$ cat src/rtl/ts4231_emulator.sv
// TS4231 D/E pad responder: S0/SLEEP/WATCH/S3 state, config frames, watch entry.
// Define TS4231_EMU_CFG_CHECK_EN to require cfg_value==EXPECTED_CFG for WATCH entry.
module ts4231_emulator #(
  parameter int unsigned CLK_SPEED    = 50_000_000,
  parameter logic [13:0] RESET_CFG    = 14'h0000,
  parameter logic [13:0] EXPECTED_CFG = 14'h392B
) (
  input  logic        clk,
  input  logic        rst,
  input  logic        d_i,
  input  logic        e_i,
  output logic        d_pull,
  output logic        e_pull,
  output logic        d_oe,
  output logic        d_o,
  output logic        e_oe,
  output logic        e_o,
  input  logic        light_env,
  input  logic        light_data,
  input  logic        sleep_req,
  output logic [2:0]  emu_state,
  output logic [13:0] cfg_value,
  output logic        frame_err
);

  typedef enum logic [2:0] {
    ST_SLEEP = 3'b000,
    ST_WATCH = 3'b001,
    ST_S3    = 3'b010,
    ST_S0    = 3'b011
  } emu_t;

  typedef enum logic [2:0] {
    B_IDLE, B_CMD, B_WR_DATA, B_RD_DATA,
    B_RD_END, B_WAIT_STOP, B_WATCH_SEQ1, B_WATCH_SEQ2
  } bus_t;

  emu_t        st_q, st_n;
  bus_t        bus_q, bus_n;
  logic [3:0]  cnt_q, cnt_n;
  logic [13:0] sh_q, sh_n;
  logic [13:0] cfg_q, cfg_n;
  logic        dmov_q, dmov_n;
  logic [1:0]  unl_q, unl_n;
  logic        err_q, err_n;
  logic        doe_n, do_n, eoe_n, eo_n;
  logic        d_s1, d_s2, d_q, e_s1, e_s2, e_q;
  logic        abort, cfg_ok;
  logic [3:0]  rd_idx;

  always_ff @(posedge clk or posedge rst) begin
    if (rst) begin
      {d_s1, d_s2, d_q} <= 3'b000;
      {e_s1, e_s2, e_q} <= 3'b000;
    end else begin
      {d_s1, d_s2, d_q} <= {d_i, d_s1, d_s2};
      {e_s1, e_s2, e_q} <= {e_i, e_s1, e_s2};
    end
  end

  logic d_rise, d_fall, e_rise, e_fall, d_edge, e_edge;
  logic start, stop;
  assign d_rise = d_s2 & ~d_q;
  assign d_fall = ~d_s2 & d_q;
  assign e_rise = e_s2 & ~e_q;
  assign e_fall = ~e_s2 & e_q;
  assign d_edge = d_rise | d_fall;
  assign e_edge = e_rise | e_fall;
  assign start  = d_fall & e_s2;
  assign stop   = d_rise & e_s2;
  assign rd_idx = cnt_q - 4'd1;

`ifdef TS4231_EMU_CFG_CHECK_EN
  assign cfg_ok = (cfg_q == EXPECTED_CFG);
`else
  assign cfg_ok = 1'b1;
`endif

  always_comb begin
    st_n   = st_q;
    bus_n  = bus_q;
    cnt_n  = cnt_q;
    sh_n   = sh_q;
    cfg_n  = cfg_q;
    dmov_n = dmov_q;
    unl_n  = unl_q;
    err_n  = err_q;
    doe_n  = d_oe;
    do_n   = d_o;
    eoe_n  = e_oe;
    eo_n   = e_o;
    abort  = 1'b0;
    unique case (st_q)
      ST_S0: begin
        if (e_rise && unl_q != 2'd2) unl_n = unl_q + 2'd1;
        if (d_edge) begin
          unl_n = 2'd0;
          if (d_rise && unl_q == 2'd2) begin
            st_n  = ST_S3;
            bus_n = B_IDLE;
          end
        end
      end
      ST_SLEEP: begin
        if (d_fall && !e_s2) begin
          st_n  = ST_WATCH;
          doe_n = 1'b1;
          eoe_n = 1'b1;
          eo_n  = ~light_env;
          do_n  = light_env & light_data;
        end
      end
      ST_WATCH: begin
        bus_n = B_IDLE;
        if (sleep_req) begin
          st_n  = ST_SLEEP;
          doe_n = 1'b0;
          eoe_n = 1'b0;
          do_n  = 1'b0;
          eo_n  = 1'b0;
        end else begin
          doe_n = 1'b1;
          eoe_n = 1'b1;
          eo_n  = ~light_env;
          do_n  = light_env & light_data;
        end
      end
      ST_S3: begin
        unique case (bus_q)
          B_IDLE: begin
            if (start) begin
              bus_n  = B_CMD;
              dmov_n = 1'b0;
            end else if (e_fall && d_s2) begin
              bus_n = B_WATCH_SEQ1;
            end
          end
          B_CMD, B_WR_DATA: begin
            if (start) begin
              bus_n  = B_CMD;
              dmov_n = 1'b0;
              doe_n  = 1'b0;
            end else if (e_rise) begin
              dmov_n = 1'b0;
              if (bus_q == B_CMD) begin
                cnt_n = 4'd14;
                if (d_s2) begin
                  bus_n = B_RD_DATA;
                  sh_n  = cfg_q;
                end else begin
                  bus_n = B_WR_DATA;
                end
              end else begin
                sh_n  = {sh_q[12:0], d_s2};
                cnt_n = cnt_q - 4'd1;
                if (cnt_q == 4'd1) bus_n = B_WAIT_STOP;
              end
            end else if (d_edge) begin
              // one data change per bit slot, and only while E is low
              if (e_s2 || dmov_q) abort = 1'b1;
              else dmov_n = 1'b1;
            end
          end
          B_RD_DATA: begin
            if (e_rise) begin
              doe_n = 1'b1;
              do_n  = cfg_q[rd_idx];
              cnt_n = cnt_q - 4'd1;
              if (cnt_q == 4'd1) bus_n = B_RD_END;
            end
          end
          B_RD_END: begin
            if (e_fall) begin
              doe_n = 1'b0;
              bus_n = B_WAIT_STOP;
            end else if (e_rise) begin
              abort = 1'b1;
            end
          end
          B_WAIT_STOP: begin
            if (start) begin
              bus_n  = B_CMD;
              dmov_n = 1'b0;
            end else if (stop) begin
              cfg_n = sh_q;
              bus_n = B_IDLE;
            end
          end
          B_WATCH_SEQ1: begin
            if (d_fall && !e_s2) bus_n = B_WATCH_SEQ2;
            else if (d_edge || e_edge) abort = 1'b1;
          end
          B_WATCH_SEQ2: begin
            if (e_rise && !d_s2) begin
              if (cfg_ok) begin
                st_n  = ST_WATCH;
                bus_n = B_IDLE;
                doe_n = 1'b1;
                eoe_n = 1'b1;
                eo_n  = ~light_env;
                do_n  = light_env & light_data;
              end else begin
                abort = 1'b1;
              end
            end else if (d_edge || e_edge) begin
              abort = 1'b1;
            end
          end
          default: bus_n = B_IDLE;
        endcase
      end
      default: st_n = ST_S0;
    endcase
    if (abort) begin
      err_n = 1'b1;
      doe_n = 1'b0;
      bus_n = B_IDLE;
    end
  end

  always_ff @(posedge clk or posedge rst) begin
    if (rst) begin
      st_q   <= ST_S0;
      bus_q  <= B_IDLE;
      cnt_q  <= 4'd0;
      sh_q   <= 14'd0;
      cfg_q  <= RESET_CFG;
      dmov_q <= 1'b0;
      unl_q  <= 2'd0;
      err_q  <= 1'b0;
      d_oe   <= 1'b0;
      d_o    <= 1'b0;
      e_oe   <= 1'b0;
      e_o    <= 1'b0;
    end else begin
      st_q   <= st_n;
      bus_q  <= bus_n;
      cnt_q  <= cnt_n;
      sh_q   <= sh_n;
      cfg_q  <= cfg_n;
      dmov_q <= dmov_n;
      unl_q  <= unl_n;
      err_q  <= err_n;
      d_oe   <= doe_n;
      d_o    <= do_n;
      e_oe   <= eoe_n;
      e_o    <= eo_n;
    end
  end

  always_comb begin
    {d_pull, e_pull} = 2'b00;
    unique case (st_q)
      ST_SLEEP: {d_pull, e_pull} = 2'b10;
      ST_WATCH: {d_pull, e_pull} = 2'b01;
      ST_S3:    {d_pull, e_pull} = 2'b11;
      default:  {d_pull, e_pull} = 2'b00;
    endcase
  end

  assign emu_state = st_q;
  assign cfg_value = cfg_q;
  assign frame_err = err_q;

endmodule

$ cat config.mk
export PLATFORM = sky130hd
export DESIGN_NAME = ts4231_emulator
export DESIGN_NICKNAME = d
export VERILOG_FILES = /design/src/rtl/ts4231_emulator.sv
export SDC_FILE = /design/constraint.sdc
export NUM_CORES = 1
export LEC_CHECK = 0
export ABC_AREA = 1
export CAP_MARGIN = 20
export CORE_ASPECT_RATIO = 0.75
export CORE_MARGIN = 2
export CORE_UTILIZATION = 51
export CTS_CLUSTER_DIAMETER = 200
export CTS_CLUSTER_SIZE = 10
export DETAILED_ROUTE_END_ITERATION = 7
export GPL_TIMING_DRIVEN = 1
export PLACE_DENSITY = 0.84
export SYNTH_ARGS = -nofsm -noshare
export SYNTH_HDL_FRONTEND = slang
export SYNTH_SLANG_ARGS = --single-unit
export TNS_END_PERCENT = 10
$ cat constraint.sdc
create_clock -name clk -period 1.7 [get_ports clk]
set_input_delay 0.17 -clock clk [delete_from_list [all_inputs] [get_ports clk]]
set_output_delay 0.17 -clock clk [all_outputs]
set_load 0.02 [all_outputs]
## Word level (Yosys, flattened, before mapping)

Index checks and enable logic that the tools add are counted.

| operators by class | value |
|---|---|
| multiplexer cells | 77 |
| bitwise gates (word level) | 15 |
| equal/unequal tests | 43 |
| $add $sub $neg | 2 |
| reduce and logical (&&, ||, !) cells | 31 |
| order comparisons | 1 |

Operator list:

| cell | count |
|---|---|
| 2-to-1 mux 3 bit | 22 |
| 2-to-1 mux 1 bit | 34 |
| != test 4 bit (second input constant) | 8 |
| 2-to-1 mux 14 bit | 2 |
| != test 2 bit (second input constant) | 11 |
| one-hot mux 3 bit (7 select lines) | 1 |
| AND reduction 5 bit | 4 |
| 2-to-1 mux 4 bit | 4 |
| != test 3 bit (second input constant) | 5 |
| != test 5 bit (second input constant) | 3 |
| == test 3 x 2 -> 1 bit (second input constant) | 4 |
| == test 3 bit (second input constant) | 4 |
| one-hot mux 1 bit (3 select lines) | 4 |
| one-hot mux 3 bit (4 select lines) | 1 |
| AND reduction 12 bit | 1 |
| one-hot mux 3 bit (3 select lines) | 1 |
| one-hot mux 1 bit (4 select lines) | 2 |
| one-hot mux 4 bit (2 select lines) | 1 |
| AND reduction 4 bit | 2 |
| nonzero test 4 bit | 2 |
| OR reduction 2 bit | 4 |
| bitwise AND 1 bit | 7 |
| AND reduction 7 bit | 1 |
| == test 3 x 1 -> 1 bit (second input constant) | 2 |
| other kinds (22) | 39 |

| storage, ports and cells | value |
|---|---|
| output and inout port bits | 24 |
| bits in registers | 52 |
| word-level logic and storage cells | 187 |

## Depth between registers and ports, before layout

Gate-level depths: netlist (run 1).

| depth | value |
|---|---|
| depth after elaboration | 10 |
| mapped depth | 13 |
| gate-level depth less buffers | 13 |

## Least setup slack after synthesis (run 1)

Ideal clock, no wire load.

| timing | value |
|---|---|
| path kind | reg2reg |
| start | register st_q[0], in the netlist emu_state[0] |
| end | register bus_q[0] |
| slack | -138 ps |
| data arrival time | 1,722 ps |
| cell stages (with the launch flop) | 13 |
| period minus slack after synthesis | 1,838 ps |
| buffers on the path | 0 |
| required time | 1,583 ps |
| library setup time | 117 ps |
| path through | dfstp_2 > inv_1 > ha_1 > inv_1 > nor2_1 > nand3_1 > nand3_1 > nor2_1 > nand3_1 > nand2_1 > nand2_1 > nand2_1 > nand2_1 |

| between the ends | value |
|---|---|
| word-level cells in the longest chain between the ends | 4 |
| elaborated cells between the ends (all ways) | 19 |

Ends and longest elaborated chain:

| item | RTL line | source |
|---|---|---|
| start: declaration | 38 | `emu_t st_q, st_n;` |
| start signal: assignment | 236 | `st_q <= st_n;` |
| == test 3 x 2 -> 1 bit | 93 | `unique case (st_q)` |
| 2-to-1 mux 1 bit | 93 |  |
| != test 6 bit (no source line), or another cell as far along | n/a |  |
| AND reduction 12 bit (no source line) | n/a |  |
| end signal: assignment | 237 | `bus_q <= bus_n;` |
| end: declaration | 39 | `bus_t bus_q, bus_n;` |

Several ways; a longest one is shown, not always the timed one.
A chain may end at the register's enable or synchronous reset.

## Final worst setup path (run 1)

| timing | value |
|---|---|
| start | register st_q[1], in the netlist emu_state[1] |
| end | register d_o |

| between the ends | value |
|---|---|
| word-level cells in the longest chain between the ends | 3 |
| elaborated cells between the ends (all ways) | 10 |

Ends and longest elaborated chain:

| item | RTL line | source |
|---|---|---|
| == test 3 x 2 -> 1 bit, or another cell as far along | 93 |  |
| != test 3 x 2 -> 1 bit (no source line), or another cell as far along | n/a |  |
| AND reduction 5 bit (no source line) | n/a |  |
| end signal: assignment | 245 | `d_o <= do_n;` |
| end: declaration | 15 | `output logic d_o,` |

Several ways; a longest one is shown, not always the timed one.

==> impl_metrics.prom, run 1 <==
# TYPE chip_impl_metric gauge
chip_impl_info{name="violations",value="setup timing"} 1
chip_impl_info{name="ctsRootBufferMaster",value="sky130_fd_sc_hd__clkbuf_8"} 1
chip_impl_info{name="worstSetupPathType",value="flop to flop"} 1
chip_impl_metric{name="synthToLayoutAreaGrowth",unit="%"} 30.9
chip_impl_metric{name="placedCellCount",unit=""} 513
chip_impl_metric{name="detail_route.vias_per_cell",unit=""} 5.56
chip_impl_info{name="outcome",value="finished, violations left"} 1
chip_impl_metric{name="cts.sinks",unit=""} 51
chip_impl_metric{name="detailed_place_hpwl",unit="um"} 5280
chip_impl_metric{name="gr-usage-all-layers",unit="%"} 23.7
chip_impl_metric{name="worst_skew_pair.late_latency",unit="ns"} 0.32
chip_impl_metric{name="grt_pass1_wl",unit="um"} 12300
chip_impl_metric{name="cts-htree-levels",unit=""} 2
chip_impl_metric{name="max_cap_violations",unit=""} 0
chip_impl_metric{name="drcViolationCount",unit=""} 0
chip_impl_metric{name="synthesis.area_per_instance",unit="um^2"} 7.89
chip_impl_metric{name="detailedRoute.firstPassIterationCount",unit=""} 5
chip_impl_metric{name="vias",unit=""} 2916
chip_impl_info{name="rsz0062_at_grt",value="true"} 1
chip_impl_metric{name="final.period_utilization",unit="%"} 109
chip_impl_metric{name="synthCells",unit=""} 379
chip_impl_metric{name="critical_path.max_fanout",unit=""} 8
chip_impl_info{name="regToRegEndpoint",value="d_o"} 1
chip_impl_metric{name="fp-row-count",unit=""} 24
chip_impl_metric{name="finalWorstPathRequiredPeriod",unit="ns"} 1.85
chip_impl_info{name="critPathLaunchType",value="flop"} 1
chip_impl_metric{name="place_congestion",unit=""} 0.917
chip_impl_metric{name="syn-cell-area",unit="um^2"} 2990
chip_impl_metric{name="yosysWarnings",unit=""} 0
chip_impl_metric{name="number_of_standard_cells_in_the_final_layout_excluding_fillers",unit=""} 524
chip_impl_metric{name="report.final.slew_viol_count",unit=""} 0
chip_impl_metric{name="antennaDiodeCount",unit=""} 0
chip_impl_metric{name="final_hold_viol_count",unit=""} 0
chip_impl_metric{name="floorplan.die_area",unit="um^2"} 6500
chip_impl_info{name="worstHoldPathType",value="input port to asynchronous set/reset pin"} 1
chip_impl_metric{name="hold_buffers",unit=""} 0
chip_impl_metric{name="placeableCoreArea",unit="um^2"} 5740
chip_impl_metric{name="path_clk_slew",unit="ns"} 0.09
chip_impl_metric{name="cp_data_required_time",unit="ns"} 1.92
chip_impl_metric{name="critical_path_arrival",unit="ns"} 2.07
chip_impl_info{name="cp-end-kind",value="flop"} 1
chip_impl_metric{name="power.ir.vdd_worst",unit="mV"} 0.558
chip_impl_info{name="post_synth_main_area_contributors",value="sky130_fd_sc_hd__dfrtp_1 41%, sky130_fd_sc_hd__nand2_1 13%, sky130_fd_sc_hd__inv_1 5.9%"} 1
chip_impl_metric{name="cts-root-to-sink-buffers",unit=""} 2
chip_impl_metric{name="floorplan.io_pins",unit=""} 31
chip_impl_metric{name="layout_cells_sized_above_1",unit="%"} 24.0
chip_impl_metric{name="final_net_count",unit=""} 466
chip_impl_metric{name="routed_wire_length",unit="um"} 7740
chip_impl_metric{name="floorplan.initialDensity",unit="%"} 52.1
chip_impl_metric{name="timing.reg2reg.worst_path_depth",unit=""} 10
chip_impl_info{name="cts_tree",value="done"} 1
chip_impl_metric{name="worst-r2r-setup-slack",unit="ns"} -0.15
chip_impl_metric{name="final_critical_path_setup_slack",unit="ns"} -0.148
chip_impl_metric{name="grt_start_max_net_pins",unit=""} 38
chip_impl_metric{name="fp.dieW",unit="um"} 92.4
chip_impl_metric{name="drt.antenna.violating_nets",unit=""} 0
chip_impl_metric{name="route.detailed.wl_per_inst",unit="um"} 14.8
chip_impl_metric{name="globalRoute.totalOverflow",unit=""} 0
chip_impl_metric{name="power_density",unit="nW/um^2"} 928
chip_impl_metric{name="placed_cell_area",unit="um^2"} 3680
chip_impl_metric{name="clock-skew-final",unit="ns"} 0.0102
chip_impl_metric{name="fmax",unit="MHz"} 541
chip_impl_metric{name="cellLeakagePower",unit="uW"} 0.00190
chip_impl_metric{name="fin_worst_hold_slack",unit="ns"} 0.134
chip_impl_metric{name="syn-num-nets",unit=""} 400
chip_impl_metric{name="cts_made_buffers",unit=""} 5
chip_impl_metric{name="synth.distinct_cells",unit=""} 37
chip_impl_metric{name="ys_seq_area_share",unit="%"} 42.8
chip_impl_metric{name="die-height",unit="um"} 70.3
chip_impl_metric{name="pre_cts_slack",unit="ns"} -0.123
chip_impl_metric{name="drt_iter0_drc",unit=""} 228
chip_impl_info{name="crit-reg2reg-launch",value="emu_state[1]"} 1
chip_impl_metric{name="antenna_found_initial",unit=""} 0
chip_impl_metric{name="report.final.setup_viol",unit=""} 37
chip_impl_info{name="post-synth-top-area-cell",value="sky130_fd_sc_hd__dfrtp_1"} 1
chip_impl_metric{name="io_buffers",unit=""} 29
chip_impl_metric{name="totalPowerFinal",unit="uW"} 3630
chip_impl_metric{name="finish.instance_area",unit="um^2"} 3910
chip_impl_metric{name="number_of_global_route_vias_before_repair",unit=""} 2709
chip_impl_metric{name="synth-seq-cells",unit=""} 51
chip_impl_metric{name="post-synth-top-area-fraction",unit="%"} 41.0
## layout by cell type, fill, tap and decap left out, types with 3 or more instances in the layout
cell type	n
sky130_fd_sc_hd__nand2_1	102
sky130_fd_sc_hd__dfrtp_1	48
sky130_fd_sc_hd__inv_1	42
sky130_fd_sc_hd__buf_4	36
sky130_fd_sc_hd__o21ai_0	29
sky130_fd_sc_hd__nand3_1	27
sky130_fd_sc_hd__clkdlybuf4s50_1	25
sky130_fd_sc_hd__nor2_1	15
sky130_fd_sc_hd__ha_1	10
sky130_fd_sc_hd__o211ai_1	9
sky130_fd_sc_hd__nand3_2	8
sky130_fd_sc_hd__inv_2	7
sky130_fd_sc_hd__o21ai_2	7
sky130_fd_sc_hd__a21oi_1	6
sky130_fd_sc_hd__nand4_1	6
sky130_fd_sc_hd__o211ai_2	6
sky130_fd_sc_hd__nor2_2	5
sky130_fd_sc_hd__clkbuf_8	5
sky130_fd_sc_hd__o21ai_1	4
sky130_fd_sc_hd__buf_12	4
sky130_fd_sc_hd__nand2_2	3
sky130_fd_sc_hd__nand2_4	3
sky130_fd_sc_hd__nor2_4	3
sky130_fd_sc_hd__ha_4	3
## state kept, by name, indices dropped and copies added, names as in the netlist, 2 cells and up
register and flops:
cfg_value 14, bus_q 3, emu_state 2, sh_q 14
cnt_q 4, unl_q 2
## where the power goes
group | internal (uW) | switching, uW | total, uW
clock network | 291 | 421 | 712
logic | 606 | 854 | 1460
registers | 1370 | 94.1 | 1460
## metal layers
metal,global-route usage [%],vias up,share of wire [%]
met5,0,-,0
met4,8.62,0,2.9
met3,5.72,28,6.9
met2,36.7,134,49
met1,32.6,1388,42
li1,-,1366,-
## repair_timing
action                                  CTS  global route
resized for setup                        17            29
pin swaps                                 1             9
endpoints found under the setup margin   26            45
setup buffers                             1             2
## worst max-delay path, cell delays in order (launching register included)
cell and delay, ns:
sky130_fd_sc_hd__dfstp_2 0.57, sky130_fd_sc_hd__buf_12 0.11, sky130_fd_sc_hd__ha_4 0.14, sky130_fd_sc_hd__buf_12 0.13, sky130_fd_sc_hd__clkinv_8 0.06, sky130_fd_sc_hd__nor2_4 0.12
sky130_fd_sc_hd__nand3_2 0.11, sky130_fd_sc_hd__buf_4 0.16, sky130_fd_sc_hd__nand4_1 0.10, sky130_fd_sc_hd__a31oi_1 0.05, sky130_fd_sc_hd__a21boi_0 0.22
## synthesized netlist by cell type
| cell | count |
|---|---|
| sky130_fd_sc_hd__nor2_2 | 1 |
| sky130_fd_sc_hd__buf_4 | 1 |
| sky130_fd_sc_hd__o21ai_2 | 7 |
| sky130_fd_sc_hd__clkinv_1 | 1 |
| sky130_fd_sc_hd__conb_1 | 1 |
| sky130_fd_sc_hd__nand3_2 | 2 |
| sky130_fd_sc_hd__nand2_1 | 106 |
| sky130_fd_sc_hd__o211ai_1 | 9 |
| sky130_fd_sc_hd__ha_1 | 14 |
| sky130_fd_sc_hd__o211ai_2 | 6 |
| sky130_fd_sc_hd__xnor2_1 | 1 |
| sky130_fd_sc_hd__o2111ai_1 | 1 |
| sky130_fd_sc_hd__inv_1 | 47 |
| sky130_fd_sc_hd__nor2b_1 | 1 |
| sky130_fd_sc_hd__nand4_1 | 6 |
| sky130_fd_sc_hd__nor2_1 | 22 |
| sky130_fd_sc_hd__nand2_4 | 2 |
| sky130_fd_sc_hd__a21oi_1 | 6 |
| sky130_fd_sc_hd__dfrtp_1 | 49 |
| sky130_fd_sc_hd__a21boi_0 | 1 |
| sky130_fd_sc_hd__nand3_1 | 34 |
| sky130_fd_sc_hd__o21ai_1 | 1 |
| sky130_fd_sc_hd__a22oi_1 | 2 |
| sky130_fd_sc_hd__nor3_4 | 1 |
| sky130_fd_sc_hd__a31oi_1 | 1 |
| sky130_fd_sc_hd__nor3_1 | 3 |
| sky130_fd_sc_hd__inv_2 | 4 |
| sky130_fd_sc_hd__dfstp_2 | 2 |
| sky130_fd_sc_hd__buf_2 | 4 |
| sky130_fd_sc_hd__buf_6 | 2 |
| sky130_fd_sc_hd__o21ai_0 | 32 |
| sky130_fd_sc_hd__xor2_1 | 2 |
| sky130_fd_sc_hd__a211o_1 | 1 |
| sky130_fd_sc_hd__nor2_8 | 1 |
| sky130_fd_sc_hd__or2_2 | 1 |
| sky130_fd_sc_hd__clkbuf_1 | 3 |
| sky130_fd_sc_hd__buf_1 | 1 |
## final cells by class
type                       instances  area (um^2)
multi-input combinational        265         1590
fill                             423         1820
sequential                        51         1280
clock inverter                     3         18.8
clock buffer                       5         68.8
timing repair buffer              70          652
tap                               78         97.6
inverter                          52          210
## stage by stage
stage / utilization (%) / TNS [ns]
after floorplan: - / -0.000480
after global placement: 64.1 / -0.169
after detailed placement: 64.1 / -0.641
after CTS: 66.2 / -1.86
after global routing: 68.2 / -6.10
final: 68.2 / -2.24
## worst max path at each step
stage                             from       end
after global placement    emu_state[1]    d_pull
after floorplan               cnt_q[0]       d_o
after CTS                 emu_state[0]  bus_q[0]
final                     emu_state[1]       d_o
after detailed placement  emu_state[1]    d_pull
after global routing      emu_state[1]       d_o
## cell families (layout without fill, tap and decap cells)
group	after synthesis	count (layout)	synth area share (%)
and+or+nand+nor	180	180	26.8
AOI/OAI and AO/OA	67	67	14.9
buffers and inverters	63	130	8.70
DFF	51	51	42.8
adders and majority gates	14	14	5.86
xor gates and xnor gates	3	3	0.879
other	1	1	0.125
Power figures use the tool's default switching activity.
==> run 2, diff against run 1 <==
--- a/config.mk
+++ b/config.mk
@@ -15,6 +15,7 @@
 export DETAILED_ROUTE_END_ITERATION = 7
 export GPL_TIMING_DRIVEN = 1
 export PLACE_DENSITY = 0.84
+export RECOVER_POWER = 50
 export SYNTH_ARGS = -nofsm -noshare
 export SYNTH_HDL_FRONTEND = slang
 export SYNTH_SLANG_ARGS = --single-unit
==> run 2 against run 1 <==
The flow still finishes with violations (setup timing). Utilization fell by 0.22 points. Flip-flop and latch count did not move. Clock skew fell by 0.0016 ns. Via count fell by 1.2%. Clock power rose by 0.8%. Critical path type unchanged. Critical endpoint unchanged.
==> impl_metrics.prom, run 2 (synthesis gave the netlist of run 1 again) <==
# TYPE chip_impl_metric gauge
chip_impl_info{name="outcome",value="finished, violations left"} 1
chip_impl_info{name="violations",value="setup timing"} 1
chip_impl_metric{name="max_cap_violations",unit=""} 0
chip_impl_info{name="regToRegEndpoint",value="d_o"} 1
chip_impl_info{name="worstSetupPathType",value="flop to flop"} 1
chip_impl_metric{name="worst-r2r-setup-slack",unit="ns"} -0.15
chip_impl_info{name="worstHoldPathType",value="input port to asynchronous set/reset pin"} 1
chip_impl_metric{name="switching_share",unit="%"} 37.8
chip_impl_metric{name="drt_iter0_drc",unit=""} 268
chip_impl_metric{name="hold_buffers",unit=""} 0
chip_impl_info{name="critPathSlowestCell",value="sky130_fd_sc_hd__dfstp_2"} 1
chip_impl_metric{name="synthToLayoutAreaGrowth",unit="%"} 30.5
chip_impl_metric{name="floorplan.initialDensity",unit="%"} 52.1
chip_impl_info{name="cp-end-kind",value="flop"} 1
chip_impl_metric{name="timing.reg2reg.worst_path_depth",unit=""} 10
chip_impl_metric{name="total_switching_power",unit="uW"} 1370
chip_impl_metric{name="io_buffers",unit=""} 29
chip_impl_metric{name="comb_power_share",unit="%"} 40.0
chip_impl_metric{name="power_density",unit="nW/um^2"} 931
chip_impl_metric{name="place_congestion",unit=""} 0.917
chip_impl_metric{name="cellLeakagePower",unit="uW"} 0.00190
chip_impl_info{name="cell_by_cell_listing_of_the_critical_path",value="buf_12 -> ha_4 -> buf_12 -> clkinv_8 -> nor2_4 -> nand3_2 -> buf_4 -> nand4_1 -> a31oi_1 -> a21boi_0"} 1
chip_impl_metric{name="internal_power",unit="uW"} 2260
chip_impl_metric{name="cp_data_required_time",unit="ns"} 1.93
chip_impl_metric{name="slew_headroom",unit="%"} 60.6
chip_impl_metric{name="grt_start_max_net_pins",unit=""} 38
chip_impl_metric{name="floorplan.die_area",unit="um^2"} 6500
chip_impl_metric{name="finalWorstPathRequiredPeriod",unit="ns"} 1.85
chip_impl_metric{name="final_net_count",unit=""} 466
chip_impl_metric{name="gr-usage-all-layers",unit="%"} 23.7
chip_impl_info{name="crit_end",value="d_o"} 1
chip_impl_metric{name="antennaDiodeCount",unit=""} 0
chip_impl_info{name="cpLargestDelayFamily",value="flip-flops"} 1
chip_impl_metric{name="worst_skew_pair.late_latency",unit="ns"} 0.32
chip_impl_info{name="ctsRootBufferMaster",value="sky130_fd_sc_hd__clkbuf_8"} 1
chip_impl_metric{name="critical_path.max_fanout",unit=""} 8
chip_impl_metric{name="cts.sinks",unit=""} 51
chip_impl_info{name="crit_start",value="emu_state[1]"} 1
chip_impl_info{name="crit_path_top_cell_by_count",value="sky130_fd_sc_hd__buf_12"} 1
chip_impl_metric{name="tightestPinTransition",unit="ns"} 0.590
chip_impl_metric{name="fmax",unit="MHz"} 540
chip_impl_metric{name="cp.buffers_inverters",unit=""} 4
chip_impl_metric{name="pwr-share-clk",unit="%"} 19.8
chip_impl_metric{name="cts_made_buffers",unit=""} 5
chip_impl_info{name="critPathLaunchType",value="flop"} 1
chip_impl_info{name="layout_commonest_cell",value="sky130_fd_sc_hd__nand2_1"} 1
chip_impl_metric{name="drcViolationCount",unit=""} 0
chip_impl_metric{name="final_hold_viol_count",unit=""} 0
chip_impl_info{name="cts_tree",value="done"} 1
chip_impl_metric{name="cts-htree-levels",unit=""} 2
chip_impl_metric{name="number_of_standard_cells_in_the_final_layout_excluding_fillers",unit=""} 524
chip_impl_metric{name="layout_cells_sized_above_1",unit="%"} 23.8
chip_impl_metric{name="placeableCoreArea",unit="um^2"} 5740
chip_impl_metric{name="fp-row-count",unit=""} 24
chip_impl_metric{name="placedCellCount",unit=""} 513
chip_impl_metric{name="cts-root-to-sink-buffers",unit=""} 2
chip_impl_metric{name="critical_path_arrival",unit="ns"} 2.08
chip_impl_metric{name="fin_worst_hold_slack",unit="ns"} 0.343
chip_impl_info{name="rsz0062_at_grt",value="true"} 1
chip_impl_metric{name="route.detailed.wl_per_inst",unit="um"} 14.7
chip_impl_metric{name="final_critical_path_setup_slack",unit="ns"} -0.152
chip_impl_metric{name="detailed_place_hpwl",unit="um"} 5280
chip_impl_metric{name="grt_pass1_wl",unit="um"} 12300
chip_impl_metric{name="die-height",unit="um"} 70.3
chip_impl_metric{name="floorplan.io_pins",unit=""} 31
chip_impl_metric{name="power.ir.vdd_worst",unit="mV"} 0.558
chip_impl_metric{name="detailedRoute.firstPassIterationCount",unit=""} 6
chip_impl_metric{name="seqPwrFrac",unit="%"} 40.2
chip_impl_metric{name="final.period_utilization",unit="%"} 109
chip_impl_metric{name="antenna_found_initial",unit=""} 0
chip_impl_info{name="crit-reg2reg-launch",value="emu_state[1]"} 1
chip_impl_metric{name="path_clk_slew",unit="ns"} 0.09
chip_impl_metric{name="number_of_global_route_vias_before_repair",unit=""} 2709
chip_impl_metric{name="report.final.setup_viol",unit=""} 40
chip_impl_metric{name="routed_wire_length",unit="um"} 7710
chip_impl_metric{name="report.final.slew_viol_count",unit=""} 0
chip_impl_metric{name="clock-skew-final",unit="ns"} 0.00861
chip_impl_metric{name="cp.depth",unit=""} 10
chip_impl_metric{name="vias",unit=""} 2882
chip_impl_metric{name="fp.dieW",unit="um"} 92.4
chip_impl_metric{name="globalRoute.totalOverflow",unit=""} 0
chip_impl_metric{name="drt.antenna.violating_nets",unit=""} 0
chip_impl_metric{name="timing.critical_path.slowest_cell_delay",unit="ns"} 0.57
chip_impl_metric{name="placed_cell_area",unit="um^2"} 3680
chip_impl_info{name="layout.cells.most_common_list",value="102 x sky130_fd_sc_hd__nand2_1, 48 x sky130_fd_sc_hd__dfrtp_1, 43 x sky130_fd_sc_hd__inv_1, 36 x sky130_fd_sc_hd__buf_4, 29 x sky130_fd_sc_hd__o21ai_0"} 1
chip_impl_metric{name="detail_route.vias_per_cell",unit=""} 5.50
chip_impl_metric{name="finish.instance_area",unit="um^2"} 3900
## run 2: worst min-delay path by stage
| stage | startpoint | to | cells past startpoint |
|---|---|---|---|
| floorplan | d_i | d_s1 | 0 |
| global placement | d_s1 | d_s2 | 0 |
| detailed placement | d_s1 | d_s2 | 0 |
| CTS | rst | e_q | 2 |
| global route | d_s1 | d_s2 | 0 |
| finish | rst | d_s1 | 2 |
## run 2: worst register-to-register path: cells and delay by family, from the launching register on
kind / cells / cell delay, ns
AOI/OAI and AO/OA: 2 / 0.27
adders and majority gates: 1 / 0.14
buffers and inverters: 4 / 0.46
DFF: 1 / 0.57
and+or+nand+nor: 3 / 0.33
## run 2: timing repair
| item | in CTS | in global routing |
|---|---|---|
| pin swaps | 1 | 9 |
| setup endpoints to repair | 26 | 45 |
| setup buffers | 1 | 2 |
| resized for setup | 17 | 29 |
## run 2: area by class of cell
type	count	area [um^2]
inverter	52	210
fill	425	1830
sequential	51	1280
timing repair buffer	70	639
clock buffer	5	68.8
multi-input combinational	265	1590
clock inverter	3	18.8
tap	78	97.6
## run 2: power by group through the flow
stage	Combinational, uW	Sequential [uW]	Clock, uW
4_1_cts	1370	1450	723
6_report	1450	1460	718
3_5_place_dp	1380	1470	0
3_3_place_gp	1330	1460	0
2_1_floorplan	792	1550	0
5_1_grt	1610	1480	774
## run 2: through the flow
step | power (uW) | setup TNS, ns | util [%] | worst slack, ns
6_report | 3630 | -2.37 | 68.0 | -0.152
5_1_grt | 3860 | -6.10 | 68.0 | -0.243
4_1_cts | 3550 | -1.86 | 66.2 | -0.113
3_5_place_dp | 2860 | -0.641 | 64.1 | -0.123
3_3_place_gp | 2790 | -0.169 | 64.1 | -0.0911
2_1_floorplan | 2340 | -0.000480 | - | -0.000480
## run 2: layer usage
metal | vias to the layer above | track usage, % | wire (um)
met3 | 23 | 5.72 | 483
met1 | 1378 | 32.6 | 3230
li1 | 1365 | - | -
met2 | 116 | 36.7 | 3790
met5 | - | 0 | 0
met4 | 0 | 8.62 | 216
